--- src/rtl/alu_issue_ctrl_pkg.sv ---
// Shared ALU opcodes, RV32I decode constants, FSM encoding and issue metadata.
// No logic; latency and backpressure n/a.
package alu_issue_ctrl_pkg;

  localparam logic [2:0] ALU_NOP  = 3'b000;
  localparam logic [2:0] ALU_ADD  = 3'b001;
  localparam logic [2:0] ALU_SUB  = 3'b010;
  localparam logic [2:0] ALU_AND  = 3'b011;
  localparam logic [2:0] ALU_OR   = 3'b100;
  localparam logic [2:0] ALU_SLT  = 3'b101;
  localparam logic [2:0] ALU_SLTU = 3'b110;

  localparam logic [6:0] OPC_R = 7'b0110011;
  localparam logic [6:0] OPC_I = 7'b0010011;
  localparam logic [6:0] OPC_B = 7'b1100011;

  localparam logic [2:0] F3_ADD_SUB = 3'b000;
  localparam logic [2:0] F3_SLT     = 3'b010;
  localparam logic [2:0] F3_SLTU    = 3'b011;
  localparam logic [2:0] F3_OR      = 3'b110;
  localparam logic [2:0] F3_AND     = 3'b111;
  localparam logic [2:0] F3_BEQ     = 3'b000;
  localparam logic [2:0] F3_BNE     = 3'b001;
  localparam logic [2:0] F3_BLT     = 3'b100;
  localparam logic [2:0] F3_BLTU    = 3'b110;

  typedef enum logic [1:0] {
    ST_IDLE = 2'd0,
    ST_EXEC = 2'd1,
    ST_RESP = 2'd2
  } state_t;

  typedef enum logic [1:0] {
    BR_EQ  = 2'd0,
    BR_NE  = 2'd1,
    BR_LT  = 2'd2,
    BR_LTU = 2'd3
  } br_kind_t;

  typedef struct packed {
    logic       we;
    logic [4:0] rd;
    logic       is_branch;
    br_kind_t   br_kind;
    logic       illegal;
  } meta_t;

endpackage

--- src/rtl/alu_issue_ctrl_decode.sv ---
// Combinational RV32I ALU/branch decode: opcode/funct fields to ALUOp and control flags.
// Latency 0; no handshake, so no backpressure.
module alu_op_decode
  import alu_issue_ctrl_pkg::*;
#(
  parameter int ALUOP_W = 3
) (
  input  logic [6:0]         opcode,
  input  logic [2:0]         funct3,
  input  logic               f7b5,
  output logic [ALUOP_W-1:0] alu_op,
  output logic               use_imm,
  output logic               is_branch,
  output br_kind_t           br_kind,
  output logic               illegal
);

  always_comb begin
    alu_op    = ALUOP_W'(ALU_NOP);
    use_imm   = 1'b0;
    is_branch = 1'b0;
    br_kind   = BR_EQ;
    illegal   = 1'b0;
    case (opcode)
      OPC_R, OPC_I: begin
        use_imm = (opcode == OPC_I);
        case (funct3)
          // funct7[5] selects SUB only for register-register forms
          F3_ADD_SUB: alu_op = (opcode == OPC_R && f7b5) ? ALUOP_W'(ALU_SUB) : ALUOP_W'(ALU_ADD);
          F3_AND:     alu_op = ALUOP_W'(ALU_AND);
          F3_OR:      alu_op = ALUOP_W'(ALU_OR);
          F3_SLT:     alu_op = ALUOP_W'(ALU_SLT);
          F3_SLTU:    alu_op = ALUOP_W'(ALU_SLTU);
          default:    illegal = 1'b1;
        endcase
      end
      OPC_B: begin
        is_branch = 1'b1;
        case (funct3)
          F3_BEQ:  begin alu_op = ALUOP_W'(ALU_SUB);  br_kind = BR_EQ;  end
          F3_BNE:  begin alu_op = ALUOP_W'(ALU_SUB);  br_kind = BR_NE;  end
          F3_BLT:  begin alu_op = ALUOP_W'(ALU_SLT);  br_kind = BR_LT;  end
          F3_BLTU: begin alu_op = ALUOP_W'(ALU_SLTU); br_kind = BR_LTU; end
          default: begin is_branch = 1'b0; illegal = 1'b1; end
        endcase
      end
      default: illegal = 1'b1;
    endcase
  end

endmodule

--- src/rtl/alu_issue_ctrl.sv ---
// Issues one RV32I ALU/branch op to an external ALU and returns result/branch/writeback info.
// Latency: accept edge, one EXEC cycle, response valid after the next edge; 1 instr per 2 cycles.
// Backpressure: response held stable while out_ready=0; in_ready follows out_ready in RESP.
module alu_issue_ctrl
  import alu_issue_ctrl_pkg::*;
#(
  parameter int XLEN    = 32,
  parameter int ALUOP_W = 3
) (
  input  logic               clk,
  input  logic               rst,
  input  logic               in_valid,
  output logic               in_ready,
  input  logic [31:0]        in_inst,
  input  logic [XLEN-1:0]    in_rs1,
  input  logic [XLEN-1:0]    in_rs2,
  output logic [XLEN-1:0]    alu_a,
  output logic [XLEN-1:0]    alu_b,
  output logic [ALUOP_W-1:0] alu_op,
  input  logic [XLEN-1:0]    alu_c,
  input  logic               alu_zero,
  output logic               out_valid,
  input  logic               out_ready,
  output logic [XLEN-1:0]    out_result,
  output logic               out_zero,
  output logic               out_taken,
  output logic               out_we,
  output logic [4:0]         out_rd,
  output logic               out_illegal
);

  state_t             state;
  meta_t              meta;
  logic [ALUOP_W-1:0] dec_op;
  logic               dec_use_imm;
  logic               dec_branch;
  br_kind_t           dec_br_kind;
  logic               dec_illegal;
  logic [XLEN-1:0]    imm_sext;
  logic               accept;
  logic               exec_taken;
  logic               unused_rs1_field;

  alu_op_decode #(.ALUOP_W(ALUOP_W)) u_decode (
    .opcode    (in_inst[6:0]),
    .funct3    (in_inst[14:12]),
    .f7b5      (in_inst[30]),
    .alu_op    (dec_op),
    .use_imm   (dec_use_imm),
    .is_branch (dec_branch),
    .br_kind   (dec_br_kind),
    .illegal   (dec_illegal)
  );

  // Register indices are resolved upstream; only the values arrive here.
  assign unused_rs1_field = ^in_inst[19:15];

  assign imm_sext  = {{(XLEN-12){in_inst[31]}}, in_inst[31:20]};
  assign in_ready  = !rst && ((state == ST_IDLE) || (state == ST_RESP && out_ready));
  assign accept    = in_valid && in_ready;
  assign out_valid = (state == ST_RESP);

  always_comb begin
    exec_taken = 1'b0;
    if (meta.is_branch) begin
      case (meta.br_kind)
        BR_EQ:   exec_taken = alu_zero;
        BR_NE:   exec_taken = !alu_zero;
        default: exec_taken = alu_c[0];
      endcase
    end
  end

  always_ff @(posedge clk or posedge rst) begin
    if (rst) begin
      state       <= ST_IDLE;
      meta        <= '0;
      alu_a       <= '0;
      alu_b       <= '0;
      alu_op      <= '0;
      out_result  <= '0;
      out_zero    <= 1'b0;
      out_taken   <= 1'b0;
      out_we      <= 1'b0;
      out_rd      <= '0;
      out_illegal <= 1'b0;
    end else begin
      case (state)
        ST_EXEC: begin
          out_result  <= meta.illegal ? '0 : alu_c;
          out_zero    <= alu_zero;
          out_taken   <= exec_taken;
          out_we      <= meta.we;
          out_rd      <= meta.rd;
          out_illegal <= meta.illegal;
          state       <= ST_RESP;
        end
        ST_RESP: begin
          if (out_ready && !accept) state <= ST_IDLE;
        end
        default: state <= ST_IDLE;
      endcase

      // Accept overrides the RESP->IDLE step so a handshake pair chains straight into EXEC.
      if (accept) begin
        alu_a          <= dec_illegal ? '0 : in_rs1;
        alu_b          <= dec_illegal ? '0 : (dec_use_imm ? imm_sext : in_rs2);
        alu_op         <= dec_op;
        meta.we        <= !dec_illegal && !dec_branch && (in_inst[11:7] != 5'd0);
        meta.rd        <= dec_branch ? 5'd0 : in_inst[11:7];
        meta.is_branch <= dec_branch;
        meta.br_kind   <= dec_br_kind;
        meta.illegal   <= dec_illegal;
        state          <= ST_EXEC;
      end
    end
  end

endmodule

--- config.mk ---
export PLATFORM = sky130hd
export DESIGN_NAME = alu_issue_ctrl
export DESIGN_NICKNAME = d
export VERILOG_FILES = /design/src/rtl/alu_issue_ctrl_pkg.sv /design/src/rtl/alu_issue_ctrl_decode.sv /design/src/rtl/alu_issue_ctrl.sv
export SDC_FILE = /design/constraint.sdc
export NUM_CORES = 1
export LEC_CHECK = 0
export BUFFER_PORTS_ARGS = -buffer_cell sky130_fd_sc_hd__buf_2
export CORE_MARGIN = 2
export CORE_UTILIZATION = 50
export CTS_CLUSTER_SIZE = 28
export DETAILED_ROUTE_END_ITERATION = 16
export HOLD_SLACK_MARGIN = 0.15
export PLACE_DENSITY = 0.86
export SLEW_MARGIN = 20
export SYNTH_ARGS = -nofsm -noshare
export SYNTH_HDL_FRONTEND = slang
export SYNTH_SLANG_ARGS = --single-unit
export TNS_END_PERCENT = 30
--- constraint.sdc ---
create_clock -name clk -period 9.8 [get_ports clk]
set_input_delay 0.98 -clock clk [delete_from_list [all_inputs] [get_ports clk]]
set_output_delay 0.98 -clock clk [all_outputs]
set_load 0.01 [all_outputs]
==> flow_summary.json, run 1 <==
{
  "synthArstFlopShare_pct": 100,
  "ys_seq_area_share_pct": 60.1,
  "cts_max_path_buffers": 2,
  "grt_pass1_vias": 4306,
  "synth_common_cells": "120 x dfrtp_1, 85 x nand2_1, 65 x o21ai_0",
  "run_status": "complete, no violations",
  "setup_tns_ps": 0,
  "rsz0062_at_grt": "false",
  "syn_area_per_cell_sq_um": 10.6,
  "post-route-period-util_pct": 26.1,
  "ys.flop_type": "dfrtp_1",
  "vias_per_cell": 5.19,
  "fill_cells": 779,
  "multi_input_area_sq_um": 1800,
  "max_slew_margin_pct": 46.4,
  "cts_tree": "done",
  "path_class": "input port to primary output",
  "clk_pin_slew_ps": 60,
  "reg2reg_to": "alu_b[8]$_DFFE_PP0P_",
  "vias": 4371,
  "setup_viol": 0,
  "seq_area_sq_um": 3000,
  "synth_top_area_share_pct": 60.1,
  "ios": 243,
  "firstDrtPassIters": 7,
  "postCtsSetupBuffers": 0,
  "leakage_nw": 3.69,
  "fin_ws_ps": 7240,
  "arrival_ps": 1580,
  "insertedDiodeCount": 0,
  "placed_cells": 809,
  "insertion_delay_ps": 510,
  "synth.ff_latch_count": 120,
  "numCtsBuffers": 17,
  "start_util_pct": 51.3,
  "grt_max_degree": 84,
  "cts.sinks": 120,
  "gr-usage-all-layers_pct": 25.0,
  "synth-edff-count": 0,
  "synth_area_leaders": "dfrtp_1 60%, o21ai_0 6.5%, nand2_1 6.4%",
  "die-area_sq_um": 10800,
  "ys_types": 37,
  "grt_pass1_wl_mm": 21.5,
  "yosysMostFrequentCell": "dfrtp_1",
  "irDropWorstVdd_uv": 105,
  "cts_htree_levels": 4,
  "place.gp.congestion": 0.778,
  "io_buffers": 237,
  "rows": 36,
  "synthesis.area_sq_um": 4990,
  "final_layout_size_suffix_gt1_share_pct": 40.9,
  "core_area_sq_um": 9730,
  "hold_class": "flop to flop",
  "clock-skew-final_ps": 9.13,
  "root_buffer": "clkbuf_8",
  "period_needed_ps": 2560,
  "max_cap_violations": 0,
  "end_kind": "primary output",
  "overflow": 0,
  "hold_buffers": 0,
  "slew_viol_final": 0,
  "syn_to_final_growth_pct": 36.7,
  "wl_per_cell_microns": 15.6,
  "antenna_found_initial": 0,
  "critPathMaxFanout": 2,
  "drc": 0,
  "ff2ff_path_depth": 6,
  "syn_nets": 603,
  "wirelength_mm": 13.1,
  "regToRegSetupSlack_ps": 7570,
  "startpoint": "rst",
  "die_h_microns": 104,
  "crit_path_start_kind": "input port",
  "final_nets": 829,
  "max_freq_mhz": 391,
  "drt_iter0_markers": 240,
  "total_power_w": 0.00128,
  "yosys_warnings": 0,
  "ant_nets": 0,
  "dp_hpwl_mm": 9.19,
  "hold_violations": 0,
  "yosysTopAreaCell": "dfrtp_1",
  "worstMarginPinSlew_ps": 804,
  "critPathRequiredTime_ps": 8820,
  "synth_cells": 470,
  "power_density_nw_per_um2": 187,
  "ctsResizeCount": 0,
  "fp.dieW_microns": 104,
  "r2r-start": "state[0]$_DFFE_PP0P_",
  "endpoint": "in_ready",
  "stdcell_count": 842,
  "dp_slack_ps": 6340
}
==> worst min path at each step <==
stage	startpoint	end	cells after the start
after detailed placement	out_result[23]$_DFFE_PP0N_	out_result[23]$_DFFE_PP0N_	2
after global routing	out_result[22]$_DFFE_PP0N_	out_result[22]$_DFFE_PP0N_	2
after global placement	out_result[1]$_DFFE_PP0N_	out_result[1]$_DFFE_PP0N_	2
after CTS	out_result[23]$_DFFE_PP0N_	out_result[23]$_DFFE_PP0N_	2
after floorplan	meta[3]$_DFFE_PP0P_	meta[3]$_DFFE_PP0P_	2
final	out_result[18]$_DFFE_PP0N_	out_result[18]$_DFFE_PP0N_	2
==> layout by cell type (no fill, tap or decap), drive strengths merged, types with 2 or more instances in the layout <==
cell	synthesis	final
a21oi	24	24
a22o	34	34
and2	3	3
buf	15	243
bufinv	0	3
clkbuf	21	17
clkinv	0	4
clkinvlp	0	3
dfrtp	120	120
inv	4	9
mux2	8	8
mux2i	12	12
nand2	85	85
nand2b	35	35
nand3	3	3
nor2	8	8
nor2b	2	2
nor4	2	2
o21ai	76	76
o31ai	2	2
or3	2	2
xnor2	2	2
==> per-stage QoR <==
step | hold WS [ps] | instance area [sq um] | utilization [%]
final | 475 | 6830 | 70.2
after CTS | 479 | 6810 | 70.0
after global placement | 458 | 6200 | 63.8
after detailed placement | 466 | 6200 | 63.8
after floorplan | 446 | 4990 | -
after global routing | 491 | 6830 | 70.2
==> critical path, stage by stage <==
cell and delay [ps]:
buf_2 130, nor2_1 180, and2_1 160, buf_2 130
==> registers in the layout (all words and copies together), names as in the netlist <==
| name | cells |
|---|---|
| alu_a | 32 |
| alu_b | 32 |
| out_result | 32 |
| meta | 10 |
| out_rd | 5 |
| alu_op | 3 |
| state | 2 |
| out_illegal | 1 |
| out_taken | 1 |
| out_we | 1 |
| out_zero | 1 |
==> cell type report <==
class	count	area share, %
Clock buffer	17	6.07
Clock inverter	15	2.80
Inverter	4	0.257
Multi-Input combinational cell	310	26.3
Sequential cell	120	44.0
Tap cell	133	2.44
Timing Repair Buffer	243	18.1
==> cell families (layout without fill, tap and decap cells) <==
logic type / Yosys count / in the layout / synth area share, %
flip-flops: 120 / 120 / 60.1
buffers and inverters: 40 / 279 / 4.21
AO/OA/AOI/OAI: 139 / 139 / 16.8
AND/OR/NAND/NOR: 149 / 149 / 14.3
XOR/XNOR: 2 / 2 / 0.351
multiplexers: 20 / 20 / 4.21
==> routing by layer <==
metal / routed length [microns] / vias to the layer above / global-route usage [%]
li1: - / 2071 / -
met1: 5530 / 2088 / 31.4
met2: 6450 / 194 / 41.6
met3: 948 / 18 / 7.52
met4: 195 / 0 / 8.30
met5: 0 / - / 0
==> report_power, final <==
group / switching, W / total [W] / internal, W
registers: 0.0000124 / 0.000531 / 0.000519
clock network: 0.000236 / 0.000628 / 0.000392
logic: 0.0000661 / 0.000118 / 0.0000523
total: 0.000314 / 0.00128 / 0.000963
Note: power is estimated with default switching activity, not from simulation.
==> inputs of run 2 (changes only) <==
CORE_UTILIZATION = 46   (was 50)
PLACE_DENSITY = 0.8   (was 0.86)
clock period = 2.5 ns   (was 9.8 ns; I/O delays follow)
==> run 2 against run 1 <==
Effect of this change:
- utilization grew 5.4 points
- sequential share of layout area fell by 6.8 points
- cell area is 18% higher
- final cell count up 15%
- sequential power rose to 3.9 times the previous value
- die area grew 8.4%
- critical path depth rose by 4
- clock power increased to 4.0 times the previous value
- count of clock-buffer cells in the layout is 4 higher
- largest cell class unchanged
==> flow_summary.json, run 2 (synthesis results as in run 1) <==
{
  "run_status": "complete, no violations",
  "grt_pass1_wl_mm": 25.6,
  "placed_area_sq_um": 6280,
  "hold_class": "input port to flop",
  "ant_nets": 0,
  "switching_power_w": 0.00121,
  "power_density_nw_per_um2": 650,
  "ios": 243,
  "rows": 38,
  "top_regs": "alu_a x32, alu_b x32, out_result x32",
  "numCtsBuffers": 17,
  "antenna_found_initial": 1,
  "cts_htree_levels": 4,
  "cts.sinks": 120,
  "io_buffers": 237,
  "cts_tree": "done",
  "max_freq_mhz": 449,
  "slowest_stage": "buf_4",
  "arrival_ps": 2660,
  "grt_max_degree": 78,
  "place.gp.congestion": 0.806,
  "clock-skew-final_ps": 12.5,
  "final_common_cell": "buf_2",
  "slew_viol_final": 0,
  "fp.dieW_microns": 108,
  "post-route-period-util_pct": 89.0,
  "path_class": "input port to flop",
  "setup_viol": 0,
  "crit_path_frequent_cell": "dlygate4sd3_1",
  "worstMarginPinSlew_ps": 951,
  "seq_power_share_pct": 39.8,
  "crit_path_max_incr_delay_ps": 620,
  "cts_max_path_buffers": 2,
  "vias_per_cell": 5.14,
  "period_needed_ps": 2230,
  "combPwrFrac_pct": 12.1,
  "core_area_sq_um": 10700,
  "power_frac_clock_pct": 48.1,
  "hold_violations": 0,
  "crit_buf_inv": 4,
  "crit_path_start_kind": "input port",
  "syn_to_final_growth_pct": 61.8,
  "cp.depth": 8,
  "die-area_sq_um": 11700,
  "ff2ff_path_depth": 6,
  "max_slew_margin_pct": 36.6,
  "critPathTopFamily": "buffers and inverters",
  "whs_path_depth": 3,
  "swShare_pct": 23.0,
  "final_util_pct": 75.5,
  "end_kind": "flop",
  "vias": 4982,
  "drt_iter0_markers": 340,
  "start_util_pct": 46.7,
  "overflow": 0,
  "rsz0062_at_grt": "false",
  "firstDrtPassIters": 5,
  "die_h_microns": 108,
  "fill_cells": 675,
  "final_layout_size_suffix_gt1_share_pct": 35.0,
  "clk_pin_slew_ps": 50,
  "drc": 0,
  "max_cap_violations": 0,
  "placed_cells": 819,
  "gr-usage-all-layers_pct": 28.5,
  "wirelength_mm": 16.6,
  "wl_per_cell_microns": 17.1,
  "final_nets": 949,
  "postCtsSetupBuffers": 0,
  "final_area_sq_um": 8080,
  "setup_tns_ps": 0,
  "critPathMaxFanout": 77,
  "critPathRequiredTime_ps": 2940,
  "insertion_delay_ps": 510,
  "grt_pass1_vias": 5167,
  "power.internal_w": 0.00404,
  "layout_common_cells": "237 x buf_2, 120 x dfrtp_1, 118 x dlygate4sd3_1",
  "stdcell_count": 970,
  "leakage_nw": 4.21,
  "root_buffer": "clkbuf_8",
  "cp_cell_sequence": "dlygate4sd3_1 -> buf_2 -> nand2b_1 -> nand3_2 -> buf_4 -> nand2_1 -> o31ai_1 -> dlygate4sd3_1",
  "dp_hpwl_mm": 9.68,
  "irDropWorstVdd_uv": 329
}
[run 2: cell count changes in the layout (fill, tap and decap cells not counted), sizes merged]
cell / previous run / this run
diode: 0 / 1
clkinvlp: 3 / 4
inv: 9 / 4
buf: 243 / 245
clkbuf: 17 / 21
dlygate4sd3: 0 / 118
clkinv: 4 / 3
bufinv: 3 / 4
[run 2: path summary, 6_finish.rpt]
path | start | to | slack (ps)
max | out_ready | meta[2]$_DFFE_PP0P_ | 270
min | in_inst[14] | alu_op[2]$_DFFE_PP0P_ | 180
max reg2reg | state[0]$_DFFE_PP0P_ | alu_b[17]$_DFFE_PP0P_ | 350
min reg2reg | out_result[9]$_DFFE_PP0N_ | out_result[9]$_DFFE_PP0N_ | 480
max in group asynchronous | rst | out_result[17]$_DFFE_PP0N_ | 1320
min in group asynchronous | rst | out_illegal$_DFFE_PP0N_ | 500
[run 2: worst min-delay path, stage by stage]
cell and delay, ps:
buf_2 170, and2_1 140, o31ai_1 70
[run 2: layer usage]
layer  wire (microns)  track usage [%]
met3             1290             7.17
met1             6490             33.8
met4              526             12.9
met2             8310             49.0
met5                0                0
[run 2: layout make-up]
class,instances,area [sq um],area share [%]
sequential,120,3000,37.2
timing repair buffer,363,2460,30.5
multi-input combinational,310,1800,22.2
clock buffer,21,449,5.56
tap,140,175,2.17
clock inverter,11,170,2.11
inverter,4,18.8,0.232
antenna,1,2.50,0.0310
[run 2: repair_timing]
item	4_1_cts	5_1_grt
hold endpoints to repair	139	0
hold buffers	118	0
endpoints found under the setup margin	0	0
resized for setup	0	0
[run 2: per-stage QoR]
stage          hold WS (ps)  total power (W)  setup WS, ps
2_1_floorplan           383          0.00235           781
3_3_place_gp            457          0.00258           259
3_5_place_dp            467          0.00260           472
4_1_cts                 154          0.00527           299
5_1_grt                 189          0.00546           124
6_report                177          0.00525           275
[run 2: power groups by stage]
stage | Clock, W | Sequential, W | Combinational [W]
6_report | 0.00252 | 0.00209 | 0.000635
5_1_grt | 0.00267 | 0.00210 | 0.000691
4_1_cts | 0.00256 | 0.00209 | 0.000624
3_5_place_dp | 0 | 0.00212 | 0.000481
3_3_place_gp | 0 | 0.00211 | 0.000467
2_1_floorplan | 0 | 0.00214 | 0.000201
==> inputs of run 3 (changes only) <==
RECOVER_POWER = 100   (was not set)
==> run 3 against run 2 <==
Effect of this change:
- critical path depth is the same
- combinational power fell by 4.7%
- cell area fell by 2.2%
- sequential power barely moved
- wire length up 0.21%
- the run now ends with max-capacitance violations, max-slew violations left
- utilization shrank 1.7 points
- worst setup slack worse by 68 ps
- first-iteration DRC count fell by 6.8%
- largest cell class unchanged
- sequential share of layout area grew 0.84 points
- non-clock buffer count unchanged
==> flow_summary.json, run 3 (synthesis results as in run 1) <==
{
  "run_status": "finished, violations left",
  "violations": "max-capacitance violations, max-slew violations",
  "max_cap_violations": 1,
  "die_h_microns": 108,
  "crit_path_frequent_cell": "dlygate4sd3_1",
  "irDropWorstVdd_uv": 329,
  "grt_pass1_wl_mm": 25.6,
  "grt_pass1_vias": 5167,
  "drc": 0,
  "postCtsSetupBuffers": 0,
  "start_util_pct": 46.7,
  "die-area_sq_um": 11700,
  "worstMarginPinSlew_ps": 1580,
  "syn_to_final_growth_pct": 58.2,
  "crit_path_start_kind": "input port",
  "gr-usage-all-layers_pct": 28.5,
  "cts_max_path_buffers": 2,
  "crit_buf_inv": 4,
  "leakage_nw": 3.72,
  "setup_tns_ps": 0,
  "firstDrtPassIters": 5,
  "setup_viol": 0,
  "rsz0062_at_grt": "false",
  "slew_viol_final": 36,
  "clock-skew-final_ps": 11.4,
  "hold_violations": 0,
  "core_area_sq_um": 10700,
  "path_class": "input port to flop",
  "critPathRequiredTime_ps": 2940,
  "placed_cells": 819,
  "vias": 5022,
  "stdcell_count": 970,
  "max_slew_margin_pct": -6.11,
  "fp.dieW_microns": 108,
  "rows": 38,
  "place.gp.congestion": 0.806,
  "wl_per_cell_microns": 17.2,
  "hold_class": "input port to flop",
  "top_regs": "alu_a x32, alu_b x32, out_result x32",
  "layout_common_cells": "126 x buf_2, 120 x dfrtp_1, 118 x dlygate4sd3_1",
  "critPathMaxFanout": 77,
  "slowest_stage": "buf_4",
  "vias_per_cell": 5.18,
  "period_needed_ps": 2290,
  "clk_pin_slew_ps": 50,
  "ctsResizeCount": 0,
  "max_freq_mhz": 436,
  "dp_hpwl_mm": 9.68,
  "numCtsBuffers": 17,
  "post-route-period-util_pct": 91.7,
  "crit_path_max_incr_delay_ps": 640,
  "wirelength_mm": 16.7,
  "io_buffers": 237,
  "final_layout_size_suffix_gt1_share_pct": 21.4,
  "end_kind": "flop",
  "overflow": 0,
  "cts.sinks": 120,
  "root_buffer": "clkbuf_8",
  "antenna_found_initial": 1,
  "arrival_ps": 2730,
  "ant_nets": 0,
  "grt_max_degree": 78,
  "ios": 243,
  "cts_htree_levels": 4,
  "final_util_pct": 73.9,
  "power_density_nw_per_um2": 661,
  "final_common_cell": "buf_2",
  "final_nets": 949,
  "insertion_delay_ps": 510,
  "critPathTopFamily": "buffers and inverters",
  "hold_buffers": 118,
  "cts_tree": "done",
  "cp_cell_sequence": "dlygate4sd3_1 -> buf_2 -> nand2b_1 -> nand3_1 -> buf_4 -> nand2_1 -> o31ai_1 -> dlygate4sd3_1",
  "drt_iter0_markers": 317
}
[run 3: changes by cell type in the layout (fill, tap and decap cells not counted), moves of 2 or more]
cell,delta
buf_12,-2
clkbuf_4,+2
o21ai_0,+10
buf_4,-2
buf_2,-111
clkbuf_1,+112
o21ai_1,-10
[run 3: path summary, 6_finish.rpt]
check / startpoint / end / slack (ps) / depth (start not counted)
worst max-delay path: out_ready / meta[2]$_DFFE_PP0P_ / 210 / 8
worst min-delay path: in_inst[14] / alu_op[2]$_DFFE_PP0P_ / 180 / 3
worst max register to register: state[0]$_DFFE_PP0P_ / meta[2]$_DFFE_PP0P_ / 290 / 6
worst min register to register: meta[4]$_DFFE_PP0P_ / meta[4]$_DFFE_PP0P_ / 480 / 2
max in group asynchronous: rst / state[1]$_DFFE_PP0P_ / 460 / 4
min in group asynchronous: rst / out_illegal$_DFFE_PP0N_ / 720 / 3
[run 3: final cells by class]
type | count | area (sq um)
Sequential cell | 120 | 3000
Fill cell | 761 | 2800
Timing Repair Buffer | 363 | 2290
Multi-Input combinational cell | 310 | 1790
Clock buffer | 21 | 449
Tap cell | 140 | 175
Clock inverter | 11 | 170
Inverter | 4 | 16.3
Antenna cell | 1 | 2.50
[run 3: routing by layer]
| layer | track usage [%] | vias to the layer above | share of wire [%] |
|---|---|---|---|
| met3 | 7.17 | 47 | 8.5 |
| met4 | 12.9 | 0 | 3.4 |
| li1 | - | 2307 | - |
| met1 | 33.8 | 2391 | 38 |
| met5 | 0 | - | 0 |
| met2 | 49.0 | 277 | 50 |
[run 3: worst register-to-register path, delay by kind of cell (launching register included)]
family / cells / cell delay [ps]
buffers and inverters: 2 / 1210
and+or+nand+nor: 3 / 430
DFF: 1 / 420
AOI/OAI and AO/OA: 1 / 90
[run 3: report_power, final]
group	switching [W]	total [W]	leakage, nW	internal (W)
logic	0.000301	0.000605	1.79	0.000304
registers	0.0000567	0.00209	1.64	0.00203
clock network	0.000857	0.00253	0.295	0.00167
total	0.00121	0.00523	3.72	0.00401
[run 3: stage by stage]
stage	power, W	worst slack, ps	hold WS, ps	cell area (sq um)
3_3_place_gp	0.00258	259	457	6270
5_1_grt	0.00543	66.5	189	7900
2_1_floorplan	0.00235	781	383	5000
4_1_cts	0.00527	299	154	8080
3_5_place_dp	0.00260	472	467	6280
6_report	0.00523	207	179	7900
